<file path="src/rtl/divider_pkg.sv">
// Shared types and constants for the sequential 8-by-4 unsigned divider.
package divider_pkg;

    localparam int DIVIDEND_W = 8;
    localparam int DIVISOR_W  = 4;
    localparam int ITER_COUNT = 8;
    localparam int CNT_W      = $clog2(ITER_COUNT);

    localparam logic [DIVIDEND_W-1:0] DBZ_QUOTIENT = 8'hFF;

    typedef enum logic [1:0] {
        IDLE,
        LUT,
        ITER,
        DONE
    } state_e;

endpackage

</file>
<file path="src/rtl/divider_if.sv">
// Operand and result handshakes of the divider; slave is the divider, master is its environment.
interface divider_if;
    import divider_pkg::*;

    logic                  in_valid;
    logic                  in_ready;
    logic [DIVIDEND_W-1:0] dividend;
    logic [DIVISOR_W-1:0]  divisor;
    logic                  out_valid;
    logic                  out_ready;
    logic [DIVIDEND_W-1:0] quotient;
    logic [DIVISOR_W-1:0]  remainder;
    logic                  dbz;

    modport slave (
        input  in_valid, dividend, divisor, out_ready,
        output in_ready, out_valid, quotient, remainder, dbz
    );

    modport master (
        output in_valid, dividend, divisor, out_ready,
        input  in_ready, out_valid, quotient, remainder, dbz
    );

endinterface

</file>
<file path="src/rtl/divider_LUT.sv">
// Existing 4-bit combinational divider: z = {a / b, a % b}.
module divider_LUT
    import divider_pkg::*;
(
    input  logic [DIVISOR_W-1:0]   a,
    input  logic [DIVISOR_W-1:0]   b,
    output logic [2*DIVISOR_W-1:0] z
);

    // A zero divisor never reaches this table; the guard only keeps the output defined.
    always_comb begin
        z = {4'hF, 4'h0};
        if (b != '0) begin
            z = {a / b, a % b};
        end
    end

endmodule

</file>
<file path="src/rtl/divider_seq.sv">
// Sequential 8-by-4 unsigned divider: zero-divisor shortcut, LUT fast path for small
// dividends, otherwise an 8-step restoring shift-subtract loop.
module divider_seq
    import divider_pkg::*;
(
    input  logic      clk,
    input  logic      rst_n,
    divider_if.slave  bus
);

    state_e                state_q, state_d;
    logic [DIVISOR_W-1:0]  divisor_q, divisor_d;
    logic [DIVISOR_W-1:0]  lut_a_q, lut_a_d;
    logic [DIVIDEND_W-1:0] dq_q, dq_d;
    logic [DIVISOR_W-1:0]  rem_q, rem_d;
    logic [CNT_W-1:0]      cnt_q, cnt_d;
    logic [DIVIDEND_W-1:0] quotient_q, quotient_d;
    logic [DIVISOR_W-1:0]  remainder_q, remainder_d;
    logic                  dbz_q, dbz_d;
    logic                  out_valid_q, out_valid_d;
    logic                  in_ready_q, in_ready_d;

    logic [2*DIVISOR_W-1:0] lut_z;
    logic [DIVISOR_W:0]     iter_t;
    logic [DIVISOR_W-1:0]   iter_diff;
    logic                   iter_ge;

    divider_LUT u_lut (
        .a (lut_a_q),
        .b (divisor_q),
        .z (lut_z)
    );

    always_comb begin
        // NOTE: every always_comb target gets a default first, so no path can infer a latch.
        state_d     = state_q;
        divisor_d   = divisor_q;
        lut_a_d     = lut_a_q;
        dq_d        = dq_q;
        rem_d       = rem_q;
        cnt_d       = cnt_q;
        quotient_d  = quotient_q;
        remainder_d = remainder_q;
        dbz_d       = dbz_q;
        out_valid_d = out_valid_q;
        in_ready_d  = in_ready_q;

        // Only the low nibble of the difference is kept: it is below the divisor when taken.
        iter_t    = {rem_q, dq_q[DIVIDEND_W-1]};
        iter_ge   = iter_t >= {1'b0, divisor_q};
        iter_diff = iter_t[DIVISOR_W-1:0] - divisor_q;

        unique case (state_q)
            IDLE: begin
                if (bus.in_valid) begin
                    in_ready_d = 1'b0;
                    divisor_d  = bus.divisor;
                    lut_a_d    = bus.dividend[DIVISOR_W-1:0];
                    dq_d       = bus.dividend;
                    rem_d      = '0;
                    cnt_d      = '0;
                    dbz_d      = 1'b0;
                    if (bus.divisor == '0) begin
                        quotient_d  = DBZ_QUOTIENT;
                        remainder_d = '0;
                        dbz_d       = 1'b1;
                        out_valid_d = 1'b1;
                        state_d     = DONE;
                    end else if (bus.dividend[DIVIDEND_W-1:DIVISOR_W] == '0) begin
                        state_d = LUT;
                    end else begin
                        state_d = ITER;
                    end
                end
            end
            LUT: begin
                quotient_d  = {4'h0, lut_z[2*DIVISOR_W-1:DIVISOR_W]};
                remainder_d = lut_z[DIVISOR_W-1:0];
                out_valid_d = 1'b1;
                state_d     = DONE;
            end
            ITER: begin
                rem_d = iter_ge ? iter_diff : iter_t[DIVISOR_W-1:0];
                dq_d  = {dq_q[DIVIDEND_W-2:0], iter_ge};
                cnt_d = cnt_q + CNT_W'(1);
                if (cnt_q == CNT_W'(ITER_COUNT - 1)) begin
                    quotient_d  = {dq_q[DIVIDEND_W-2:0], iter_ge};
                    remainder_d = iter_ge ? iter_diff : iter_t[DIVISOR_W-1:0];
                    out_valid_d = 1'b1;
                    state_d     = DONE;
                end
            end
            DONE: begin
                if (bus.out_ready) begin
                    out_valid_d = 1'b0;
                    in_ready_d  = 1'b1;
                    state_d     = IDLE;
                end
            end
            default: state_d = IDLE;
        endcase
    end

    // NOTE: state uses non-blocking assignments so every register samples pre-edge values;
    // the datapath registers are few, so all of them take the reset, not just the control.
    always_ff @(posedge clk or negedge rst_n) begin
        if (!rst_n) begin
            state_q     <= IDLE;
            divisor_q   <= '0;
            lut_a_q     <= '0;
            dq_q        <= '0;
            rem_q       <= '0;
            cnt_q       <= '0;
            quotient_q  <= '0;
            remainder_q <= '0;
            dbz_q       <= 1'b0;
            out_valid_q <= 1'b0;
            in_ready_q  <= 1'b1;
        end else begin
            state_q     <= state_d;
            divisor_q   <= divisor_d;
            lut_a_q     <= lut_a_d;
            dq_q        <= dq_d;
            rem_q       <= rem_d;
            cnt_q       <= cnt_d;
            quotient_q  <= quotient_d;
            remainder_q <= remainder_d;
            dbz_q       <= dbz_d;
            out_valid_q <= out_valid_d;
            in_ready_q  <= in_ready_d;
        end
    end

    assign bus.in_ready  = in_ready_q;
    assign bus.out_valid = out_valid_q;
    assign bus.quotient  = quotient_q;
    assign bus.remainder = remainder_q;
    assign bus.dbz       = dbz_q;

endmodule

</file>
<file path="src/flat_wrapper.sv">
// flat-port wrapper written by rule: the top's interface ports become plain ports
module divider_seq_flat import divider_pkg::*;
  (clk, rst_n, bus_in_valid, bus_dividend, bus_divisor, bus_out_ready, bus_in_ready, bus_out_valid, bus_quotient, bus_remainder, bus_dbz);
  divider_if bus_i ();
  input  logic clk;
  input  logic rst_n;
  input wire logic [$bits(bus_i.in_valid)-1:0] bus_in_valid;
  input wire logic [$bits(bus_i.dividend)-1:0] bus_dividend;
  input wire logic [$bits(bus_i.divisor)-1:0] bus_divisor;
  input wire logic [$bits(bus_i.out_ready)-1:0] bus_out_ready;
  output wire logic [$bits(bus_i.in_ready)-1:0] bus_in_ready;
  output wire logic [$bits(bus_i.out_valid)-1:0] bus_out_valid;
  output wire logic [$bits(bus_i.quotient)-1:0] bus_quotient;
  output wire logic [$bits(bus_i.remainder)-1:0] bus_remainder;
  output wire logic [$bits(bus_i.dbz)-1:0] bus_dbz;
  assign bus_i.in_valid = bus_in_valid;
  assign bus_i.dividend = bus_dividend;
  assign bus_i.divisor = bus_divisor;
  assign bus_i.out_ready = bus_out_ready;
  assign bus_in_ready = bus_i.in_ready;
  assign bus_out_valid = bus_i.out_valid;
  assign bus_quotient = bus_i.quotient;
  assign bus_remainder = bus_i.remainder;
  assign bus_dbz = bus_i.dbz;
  divider_seq u_core (.clk(clk), .rst_n(rst_n), .bus(bus_i));
endmodule
</file>
<file path="config.mk">
export PLATFORM = sky130hd
export DESIGN_NAME = divider_seq_flat
export DESIGN_NICKNAME = d
export VERILOG_FILES = /design/src/rtl/divider_pkg.sv /design/src/rtl/divider_if.sv /design/src/rtl/divider_LUT.sv /design/src/rtl/divider_seq.sv /design/src/flat_wrapper.sv
export SDC_FILE = /design/constraint.sdc
export NUM_CORES = 1
export LEC_CHECK = 0
export CORE_UTILIZATION = 40
export CTS_BUF_LIST = sky130_fd_sc_hd__clkbuf_8
export DETAILED_ROUTE_END_ITERATION = 7
export PLACE_DENSITY_LB_ADDON = 0.3
export REMOVE_ABC_BUFFERS = 1
export SLEW_MARGIN = 10
export SYNTH_ARGS = -nofsm -noshare
export SYNTH_HDL_FRONTEND = slang
export SYNTH_SLANG_ARGS = --single-unit
export TNS_END_PERCENT = 30
</file>
<file path="constraint.sdc">
create_clock -name clk -period 5.2 [get_ports clk]
set_input_delay 1.56 -clock clk [delete_from_list [all_inputs] [get_ports clk]]
set_output_delay 1.56 -clock clk [all_outputs]
set_load 0.02 [all_outputs]
</file>
==> results of run 1 <==
-- worst min-delay path by stage --
stage	from	end
global placement	u_core.bus.out_valid	u_core.bus.out_valid
finish	u_core.bus.out_valid	u_core.bus.out_valid
CTS	u_core.bus.out_valid	u_core.bus.out_valid
global route	u_core.bus.out_valid	u_core.bus.out_valid
detailed placement	u_core.bus.out_valid	u_core.bus.out_valid
floorplan	u_core.dq_q[0]	u_core.dq_q[0]
-- cell usage after synthesis, types with 3 or more instances --
cell / number / area share (%)
sky130_fd_sc_hd__nand2_1: 31 / 4.5
sky130_fd_sc_hd__o211ai_1: 3 / 0.88
sky130_fd_sc_hd__a41oi_1: 4 / 1.4
sky130_fd_sc_hd__ha_1: 23 / 11
sky130_fd_sc_hd__a31oi_1: 3 / 0.73
sky130_fd_sc_hd__o21a_1: 4 / 1.2
sky130_fd_sc_hd__nor4_1: 4 / 0.98
sky130_fd_sc_hd__nor2_1: 18 / 2.6
sky130_fd_sc_hd__dfrtp_1: 39 / 38
sky130_fd_sc_hd__mux2_2: 11 / 4.8
sky130_fd_sc_hd__nand3_1: 3 / 0.59
sky130_fd_sc_hd__clkbuf_1: 6 / 0.88
sky130_fd_sc_hd__inv_1: 16 / 2.3
sky130_fd_sc_hd__a22o_1: 3 / 1.0
sky130_fd_sc_hd__xor2_1: 4 / 1.4
sky130_fd_sc_hd__nor3_1: 4 / 0.78
sky130_fd_sc_hd__a21boi_0: 3 / 0.88
sky130_fd_sc_hd__mux2i_1: 9 / 3.5
sky130_fd_sc_hd__a21oi_1: 13 / 2.5
sky130_fd_sc_hd__nand2b_1: 5 / 1.2
sky130_fd_sc_hd__o21ai_0: 22 / 4.3
-- cells by family after synthesis --
family / after synthesis / synth area share, %
and+or+nand+nor: 78 / 14.6
AOI/OAI and AO/OA: 74 / 19.5
DFF: 40 / 39.2
buffers and inverters: 25 / 3.86
adders and majority gates: 25 / 12.8
muxes: 20 / 8.36
xor gates and xnor gates: 5 / 1.71
-- worst max-delay path, stage by stage (launching register included) --
cell and delay, ps:
sky130_fd_sc_hd__dfrtp_1 470, sky130_fd_sc_hd__inv_1 150, sky130_fd_sc_hd__ha_1 180, sky130_fd_sc_hd__nor4b_1 260
sky130_fd_sc_hd__a2bb2oi_1 260, sky130_fd_sc_hd__ha_1 220, sky130_fd_sc_hd__nor3_1 70, sky130_fd_sc_hd__nor3_1 250
sky130_fd_sc_hd__mux2_2 410, sky130_fd_sc_hd__ha_1 340, sky130_fd_sc_hd__o211ai_1 150, sky130_fd_sc_hd__a21oi_1 210
sky130_fd_sc_hd__mux2_2 400, sky130_fd_sc_hd__fa_1 450, sky130_fd_sc_hd__a31oi_2 320, sky130_fd_sc_hd__nor2_1 140
sky130_fd_sc_hd__mux2i_1 140, sky130_fd_sc_hd__a221o_1 330
-- what timing repair did --
| action | 4_1_cts | 5_1_grt |
|---|---|---|
| setup buffers | 0 | 0 |
| gates resized for setup | 0 | 1 |
| setup endpoints to repair | 0 | 2 |
-- per-layer routing --
| layer | part of all wire [%] | global-route usage, % |
|---|---|---|
| met5 | 0 | 0 |
| met4 | 1.5 | 7.02 |
| met3 | 3.3 | 3.78 |
| met2 | 46 | 29.0 |
| met1 | 49 | 26.9 |
-- sequential cells by signal, summed over array words and instances, names as in the netlist --
signal	count
u_core.bus.remainder	4
u_core.state_q	2
u_core.divisor_q	4
u_core.rem_q	4
u_core.cnt_q	3
u_core.lut_a_q	4
u_core.bus.out_valid	1
u_core.bus.in_ready	1
u_core.dq_q	8
u_core.bus.quotient	8
u_core.bus.dbz	1
-- cell type report --
class / count / area [sq um] / share of cell area [%]
Sequential cell: 40 / 1000 / 33.0
Timing Repair Buffer: 32 / 310 / 10.2
Clock buffer: 5 / 68.8 / 2.27
Inverter: 16 / 60.1 / 1.98
Multi-Input combinational cell: 202 / 1460 / 48.2
Clock inverter: 3 / 38.8 / 1.28
Tap cell: 75 / 93.8 / 3.09
-- per-stage QoR --
step | setup slack [ps] | hold slack [ps] | util, %
global route | 70.6 | 502 | 50.1
CTS | 251 | 489 | 50.0
floorplan | 815 | 450 | -
finish | 320 | 480 | 50.1
detailed placement | 314 | 470 | 48.2
global placement | 563 | 464 | 48.2
==> flow_metrics.tcl, run 1 <==
set metrics [dict create \
    place_inst 365 \
    drt_first_iter_violations 110 \
    dieWidth_um 82.0 \
    r2r_slack_ps 320 \
    drcViolationCount 0 \
    estimated_wirelength_of_the_detail_placed_design_um 4390 \
    antenna_found_initial 0 \
    worst_setup_end_kind "flip-flop" \
    insertedDiodeCount 0 \
    cp_data_required_time_ps 5390 \
    start_util_pct 42.2 \
    top_level_ports 31 \
    fp.dieH_um 82.0 \
    avgSynthCellArea_sq_um 9.58 \
    final-max-slew-violation-count 0 \
    clock-sinks 40 \
    critical_path_start_type "flip-flop" \
    finalCritPeriodShare_pct 93.8 \
    fin_cells 373 \
    grt_max_degree 41 \
    i_o_buffers 30 \
    most-common-layout-cells "sky130_fd_sc_hd__dfrtp_1, sky130_fd_sc_hd__nand2_1, sky130_fd_sc_hd__clkdlybuf4s50_1" \
    grt_first_pass_wirelength_um 9490 \
    synth.yosys.seq_area_share_pct 39.2 \
    setup_viol 0 \
    drt-vias-per-instance 5.46 \
    fin_worst_skew_ps 6.39 \
    dominantRegCellSynth "sky130_fd_sc_hd__dfrtp_1" \
    critPathMaxFanout 8 \
    worstSkewPairLatency_ps 300 \
    post_synth_arst_share_pct 100 \
    cts-htree-levels 2 \
    tritoncts.num_buffers 5 \
    area_of_the_placeable_core_sq_mm 0.00606 \
    outcome "finished clean" \
    cp-endpoint "u_core.bus.remainder[2]" \
    dr_total_vias 2038 \
    flops_latches_synth 40 \
    fill_cells 569 \
    detail_route.first_pass.iterations 4 \
    achievable-frequency_ghz 0.205 \
    post_route_cells_drive_above_1_share_pct 8.72 \
    synthesis.instances 267 \
    post_synth_edffs 0 \
    cts.root.buffer_cell "sky130_fd_sc_hd__clkbuf_8" \
    syn_to_final_growth_pct 18.7 \
    final_area_sq_mm 0.00304 \
    fp.dieArea_sq_mm 0.00672 \
    tns_ps 0 \
    finalWorstPathRequiredPeriod_ps 4880 \
    worst-setup-path-type "flip-flop to flip-flop" \
    cts_max_path_buffers 2 \
    clock_tree_from_tritoncts "built" \
    timing.critical_path.arrival_ps 5070 \
    ys.warnings.count 0 \
    grt-ovfl-total 0 \
    synth.cell_area_sq_mm 0.00256 \
    timing_worst_slew_pin_value_ps 883 \
    hold_viol 0 \
    core.rowCount 28 \
    setup_repair_after_global_routing_missed_its_margin "no" \
    clkTransAtPathRegs_ps 80 \
    placed_area_sq_mm 0.00292 \
    leading_cell_type_in_the_layout_fill_and_taps_excluded "sky130_fd_sc_hd__dfrtp_1" \
    cp-startpoint "u_core.divisor_q[0]" \
    final_nets 338 \
    slew-limit-headroom_pct 41.2 \
    post_drt_wl_per_cell_um 15.4 \
    globalRouteTotalUtil_pct 19.2 \
    synthDistinctLibCells 52 \
    ctsHoldBuffers 0 \
    whs_path_depth 2 \
    timing.max_cap.violations 0 \
    regToRegEndpoint "u_core.bus.remainder[2]" \
    worst_flop_to_flop_path_startpoint "u_core.divisor_q[0]" \
    timing.reg2reg.worst_path_depth 17 \
    gp_congestion 0.859 \
    drt_wl_total_um 5740 \
    min-delay-path-class "flip-flop to flip-flop" \
    drt.antenna.violating_nets 0 \
    grt_pass1_vias 1954 \
]
Power of run 1 is not shown: default switching activity piles up to over one toggle a cycle in this logic, so the estimate is an artifact.
==> run 2, diff against run 1 <==
--- a/config.mk
+++ b/config.mk
@@ -8,7 +8,9 @@
 export CORE_UTILIZATION = 40
 export CTS_BUF_LIST = sky130_fd_sc_hd__clkbuf_8
 export DETAILED_ROUTE_END_ITERATION = 7
+export GPL_TIMING_DRIVEN = 0
 export PLACE_DENSITY_LB_ADDON = 0.3
+export RECOVER_POWER = 100
 export REMOVE_ABC_BUFFERS = 1
 export SLEW_MARGIN = 10
 export SYNTH_ARGS = -nofsm -noshare
==> run 2 against run 1 <==
  * Cell count did not move
  * Sequential cell count did not move
  * Hold slack worse by 3.2 ps
  * First-iteration DRC count up 7.3%
==> flow_metrics.tcl, run 2 (synthesis results as in run 1) <==
set metrics [dict create \
    grt_first_pass_wirelength_um 9480 \
    most_repeated_library_cell_on_the_critical_path "sky130_fd_sc_hd__ha_1" \
    tns_ps 0 \
    critical-path-slowest-cell "sky130_fd_sc_hd__dfrtp_1" \
    worst_setup_end_kind "flip-flop" \
    cts.root.buffer_cell "sky130_fd_sc_hd__clkbuf_8" \
    slew-limit-headroom_pct 1.11 \
    insertedDiodeCount 0 \
    ctsHoldBuffers 0 \
    drt_first_iter_violations 118 \
    setup_viol 0 \
    drt_wl_total_um 5600 \
    final-max-slew-violation-count 0 \
    post_route_cells_drive_above_1_share_pct 8.05 \
    dp_worst_setup_slack_ps 175 \
    dieWidth_um 82.0 \
    final_nets 338 \
    start_util_pct 42.2 \
    final.setup.worst_slack_ps 389 \
    post_drt_wl_per_cell_um 15.0 \
    fin_worst_skew_ps 3.92 \
    worst_flop_to_flop_path_startpoint "u_core.divisor_q[0]" \
    cp-startpoint "u_core.divisor_q[0]" \
    fp.dieArea_sq_mm 0.00672 \
    critical_path_start_type "flip-flop" \
    hold_viol 0 \
    i_o_buffers 30 \
    grt-ovfl-total 0 \
    worstSkewPairLatency_ps 290 \
    detail_route.first_pass.iterations 4 \
    drt.antenna.violating_nets 0 \
    cts_max_path_buffers 2 \
    syn_to_final_growth_pct 19.3 \
    dr_total_vias 2066 \
    top_level_ports 31 \
    cts-htree-levels 2 \
    finalCritPeriodShare_pct 92.5 \
    clkTransAtPathRegs_ps 80 \
    min-delay-start "u_core.bus.quotient[6]" \
    crit_chain "inv_1 -> ha_1 -> nor4b_2 -> a2bb2oi_1 -> ha_1 -> nor2_1 -> nor3_2 -> mux2_2 -> ha_1 -> o211ai_1 -> a21oi_1 -> mux2_1 -> fa_1 -> a31oi_2 -> nor2_1 -> mux2i_1 -> a221o_1" \
    grt_max_degree 29 \
    antenna_found_initial 0 \
    post-cts-setup-buffers 0 \
    achievable-frequency_ghz 0.208 \
    worst-setup-path-type "flip-flop to flip-flop" \
    timing.max_cap.violations 0 \
    core.rowCount 28 \
    setup_repair_after_global_routing_missed_its_margin "no" \
    min-delay-path-class "flip-flop to flip-flop" \
    globalRouteTotalUtil_pct 19.0 \
    fp.dieH_um 82.0 \
    most-common-layout-cells "sky130_fd_sc_hd__dfrtp_1, sky130_fd_sc_hd__nand2_1, sky130_fd_sc_hd__o21ai_0, sky130_fd_sc_hd__ha_1, sky130_fd_sc_hd__nor2_1" \
    multi_input_area_sq_mm 0.00147 \
    clock_tree_from_tritoncts "built" \
    clock-sinks 40 \
    gp_congestion 0.795 \
    timing_worst_slew_pin_value_ps 1480 \
    outcome "finished clean" \
    area_of_the_placeable_core_sq_mm 0.00606 \
    fill_cells 589 \
    drt-vias-per-instance 5.54 \
    estimated_wirelength_of_the_detail_placed_design_um 4380 \
    grt_pass1_vias 1925 \
    r2r_slack_ps 390 \
    timing.critical_path.arrival_ps 4990 \
    post_cts.resized_instances 0 \
    cp_data_required_time_ps 5380 \
    critical-path-max-stage-delay_ps 500 \
    finalWorstPathRequiredPeriod_ps 4810 \
    tritoncts.num_buffers 5 \
    leading_cell_type_in_the_layout_fill_and_taps_excluded "sky130_fd_sc_hd__dfrtp_1" \
    critPathMaxFanout 8 \
    layout.area.seq_sq_mm 0.00100 \
    drcViolationCount 0 \
]
[run 2: cell count changes in the layout (fill, tap and decap cells not counted), moves of 2 or more]
cell / previous run / this run
sky130_fd_sc_hd__clkbuf_1: 0 / 3
sky130_fd_sc_hd__dlygate4sd3_1: 0 / 17
sky130_fd_sc_hd__clkdlybuf4s50_1: 29 / 12
sky130_fd_sc_hd__buf_4: 2 / 0
sky130_fd_sc_hd__clkbuf_8: 5 / 7
[run 2: stage by stage]
stage               instance area, sq um  util, %  hold WS, ps  instances
floorplan                           2520        -          450        258
global placement                    2910     48.1          462        363
detailed placement                  2950     48.6          471        365
CTS                                 3070     50.7          492        373
global route                        3050     50.4          495        373
finish                              3050     50.4          477        373
[run 2: routing by layer]
metal	global-route usage [%]	vias to the layer above	part of all wire, %
li1	-	1031	-
met1	25.9	990	48
met2	30.9	41	47
met3	4.00	4	3.9
met4	3.68	0	0.36
met5	0	-	0
[run 2: critical path: cells and delay by family, from the launching register on]
kind	cells	cell delay (ps)
buffers and inverters	1	180
muxes	3	880
DFF	1	500
AOI/OAI and AO/OA	5	1250
and+or+nand+nor	4	640
adders and majority gates	4	1270
[run 2: cell type report]
class | count | share of cell area [%]
Sequential cell | 40 | 32.8
Timing Repair Buffer | 32 | 9.88
Inverter | 16 | 1.97
Multi-Input combinational cell | 202 | 48.1
Tap cell | 75 | 3.08
Clock inverter | 1 | 0.984
Clock buffer | 7 | 3.16
[run 2: worst paths after layout]
check	end	depth (start not counted)
setup / recovery	u_core.bus.remainder[2]	17
hold / removal	u_core.bus.quotient[6]	2
setup reg to reg	u_core.bus.remainder[2]	17
hold reg to reg	u_core.bus.quotient[6]	2
max in group asynchronous	u_core.lut_a_q[3]	2
min in group asynchronous	u_core.bus.remainder[1]	1
Power of run 2 is left out for the same reason.
==> run 3, diff against run 2 <==
--- a/config.mk
+++ b/config.mk
@@ -9,7 +9,7 @@
 export CTS_BUF_LIST = sky130_fd_sc_hd__clkbuf_8
 export DETAILED_ROUTE_END_ITERATION = 7
 export GPL_TIMING_DRIVEN = 0
-export PLACE_DENSITY_LB_ADDON = 0.3
+export PLACE_DENSITY = 0.59
 export RECOVER_POWER = 100
 export REMOVE_ABC_BUFFERS = 1
 export SLEW_MARGIN = 10
==> run 3 against run 2 <==
  * Critical path depth up 2
  * Hold slack got worse by 3.3 ps
  * Highest routed layer unchanged
  * Clock-buffer cell count fell by 2
==> flow_metrics.tcl, run 3 (synthesis results as in run 1) <==
set metrics [dict create \
    outcome "finished clean" \
    post_drt_wl_per_cell_um 15.6 \
    min-delay-start "u_core.bus.quotient[4]" \
    cts.root.buffer_cell "sky130_fd_sc_hd__clkbuf_8" \
    insertedDiodeCount 0 \
    achievable-frequency_ghz 0.205 \
    min-delay-path-class "flip-flop to flip-flop" \
    clock-sinks 40 \
    grt_pass1_vias 1957 \
    drt-vias-per-instance 5.45 \
    grt_first_pass_wirelength_um 9770 \
    cp_data_required_time_ps 5380 \
    final_nets 338 \
    whs_path_depth 2 \
    setup_viol 0 \
    fill_cells 606 \
    timing.critical_path.arrival_ps 5070 \
    antenna_found_initial 0 \
    critical_path_depth 19 \
    finalCritPeriodShare_pct 94.0 \
    critical-path-top-delay-family "compound AO/OA/AOI/OAI gates" \
    tritoncts.num_buffers 5 \
    leading_cell_type_in_the_layout_fill_and_taps_excluded "sky130_fd_sc_hd__dfrtp_1" \
    worst_setup_end_kind "flip-flop" \
    regToRegEndpoint "u_core.bus.remainder[2]" \
    ctsHoldBuffers 0 \
    hold_viol 0 \
    drcViolationCount 0 \
    worst_flop_to_flop_path_startpoint "u_core.divisor_q[0]" \
    most_repeated_library_cell_on_the_critical_path "sky130_fd_sc_hd__ha_1" \
    start_util_pct 42.2 \
    dr_total_vias 2028 \
    most-common-layout-cells "sky130_fd_sc_hd__dfrtp_1, sky130_fd_sc_hd__nand2_1, sky130_fd_sc_hd__o21ai_0, sky130_fd_sc_hd__ha_1" \
    timing.reg2reg.worst_path_depth 19 \
    estimated_wirelength_of_the_detail_placed_design_um 4450 \
    crit_chain "inv_1 -> ha_1 -> nor4b_1 -> a2bb2oi_1 -> ha_1 -> nor3_1 -> nor3_1 -> mux2_1 -> ha_1 -> a21oi_1 -> a211oi_1 -> a31oi_1 -> inv_1 -> ha_1 -> o21ai_0 -> a31oi_4 -> nor2_2 -> mux2i_1 -> a221o_1" \
    drt.antenna.violating_nets 0 \
    drt_first_iter_violations 80 \
    post_route_cells_drive_above_1_share_pct 7.07 \
    gp_congestion 0.784 \
    fin_worst_skew_ps 5.52 \
    drt_wl_total_um 5820 \
    globalRouteTotalUtil_pct 19.5 \
    cts-htree-levels 2 \
    critical-path-slowest-cell "sky130_fd_sc_hd__dfrtp_1" \
    tns_ps 0 \
    fp.dieH_um 82.0 \
    worstSkewPairLatency_ps 300 \
    top_level_ports 31 \
    grt-ovfl-total 0 \
    final-max-slew-violation-count 0 \
    worst-path-buf-inv 2 \
    i_o_buffers 30 \
    fp.dieArea_sq_mm 0.00672 \
    clkTransAtPathRegs_ps 80 \
    timing.max_cap.violations 0 \
    syn_to_final_growth_pct 17.4 \
    r2r_slack_ps 310 \
    hold_path_end "u_core.bus.quotient[4]" \
    core.rowCount 28 \
    detail_route.first_pass.iterations 4 \
    cts_max_path_buffers 2 \
    finalWorstPathRequiredPeriod_ps 4890 \
    critPathMaxFanout 8 \
    dieWidth_um 82.0 \
    slew-limit-headroom_pct 22.2 \
    grt_max_degree 25 \
    setup_repair_after_global_routing_missed_its_margin "no" \
    area_of_the_placeable_core_sq_mm 0.00606 \
    worst-setup-path-type "flip-flop to flip-flop" \
    clock_tree_from_tritoncts "built" \
    critical-path-max-stage-delay_ps 510 \
    critical_path_start_type "flip-flop" \
    timing_worst_slew_pin_value_ps 1170 \
]
==> run 3: how the worst max path moves through the flow <==
stage	slack, ps	start	endpoint
after floorplan	820	u_core.divisor_q[0]	u_core.bus.remainder[1]
after global placement	180	u_core.divisor_q[0]	u_core.bus.remainder[2]
after detailed placement	150	u_core.divisor_q[0]	u_core.bus.remainder[1]
after CTS	120	u_core.divisor_q[0]	u_core.bus.remainder[1]
after global routing	6	u_core.divisor_q[0]	u_core.bus.remainder[2]
final	310	u_core.divisor_q[0]	u_core.bus.remainder[2]
==> run 3: metal layers <==
metal | vias up | share of wire, % | GRT usage, %
met3 | 7 | 2.8 | 3.44
li1 | 1032 | - | -
met5 | - | 0 | 0
met4 | 0 | 1.2 | 5.09
met2 | 36 | 44 | 28.9
met1 | 953 | 52 | 28.8
==> run 3: stage by stage <==
| stage | area (sq um) | worst slack [ps] | instances | hold WS [ps] | utilization, % |
|---|---|---|---|---|---|
| finish | 3000 | 314 | 372 | 473 | 49.5 |
| floorplan | 2520 | 815 | 258 | 450 | - |
| global route | 3000 | 5.94 | 372 | 497 | 49.5 |
| global placement | 2910 | 175 | 363 | 461 | 48.1 |
| CTS | 3030 | 124 | 372 | 489 | 50.0 |
| detailed placement | 2960 | 151 | 365 | 470 | 48.8 |
==> run 3: layout make-up <==
| cell class | instances | area [sq um] | share of cell area (%) |
|---|---|---|---|
| Clock buffer | 5 | 68.8 | 2.29 |
| Multi-Input combinational cell | 202 | 1470 | 48.9 |
| Timing Repair Buffer | 32 | 302 | 10.0 |
| Inverter | 16 | 60.1 | 2.00 |
| Sequential cell | 40 | 1000 | 33.4 |
| Clock inverter | 2 | 8.76 | 0.292 |
| Tap cell | 75 | 93.8 | 3.13 |
==> run 3: what timing repair did <==
| action | CTS | global route |
|---|---|---|
| setup endpoints to repair | 0 | 2 |
| buffers inserted | 0 | 0 |
| gates resized for setup | 0 | 3 |
==> run 3: worst register-to-register path, cell delays in order (launching register included) <==
cell and delay, ps:
sky130_fd_sc_hd__dfrtp_1 510, sky130_fd_sc_hd__inv_1 190, sky130_fd_sc_hd__ha_1 180, sky130_fd_sc_hd__nor4b_1 240, sky130_fd_sc_hd__a2bb2oi_1 240, sky130_fd_sc_hd__ha_1 200
sky130_fd_sc_hd__nor3_1 60, sky130_fd_sc_hd__nor3_1 270, sky130_fd_sc_hd__mux2_1 410, sky130_fd_sc_hd__ha_1 340, sky130_fd_sc_hd__a21oi_1 270, sky130_fd_sc_hd__a211oi_1 120
sky130_fd_sc_hd__a31oi_1 280, sky130_fd_sc_hd__inv_1 80, sky130_fd_sc_hd__ha_1 340, sky130_fd_sc_hd__o21ai_0 330, sky130_fd_sc_hd__a31oi_4 90, sky130_fd_sc_hd__nor2_2 190
sky130_fd_sc_hd__mux2i_1 110, sky130_fd_sc_hd__a221o_1 330
Power of run 3 is left out for the same reason.
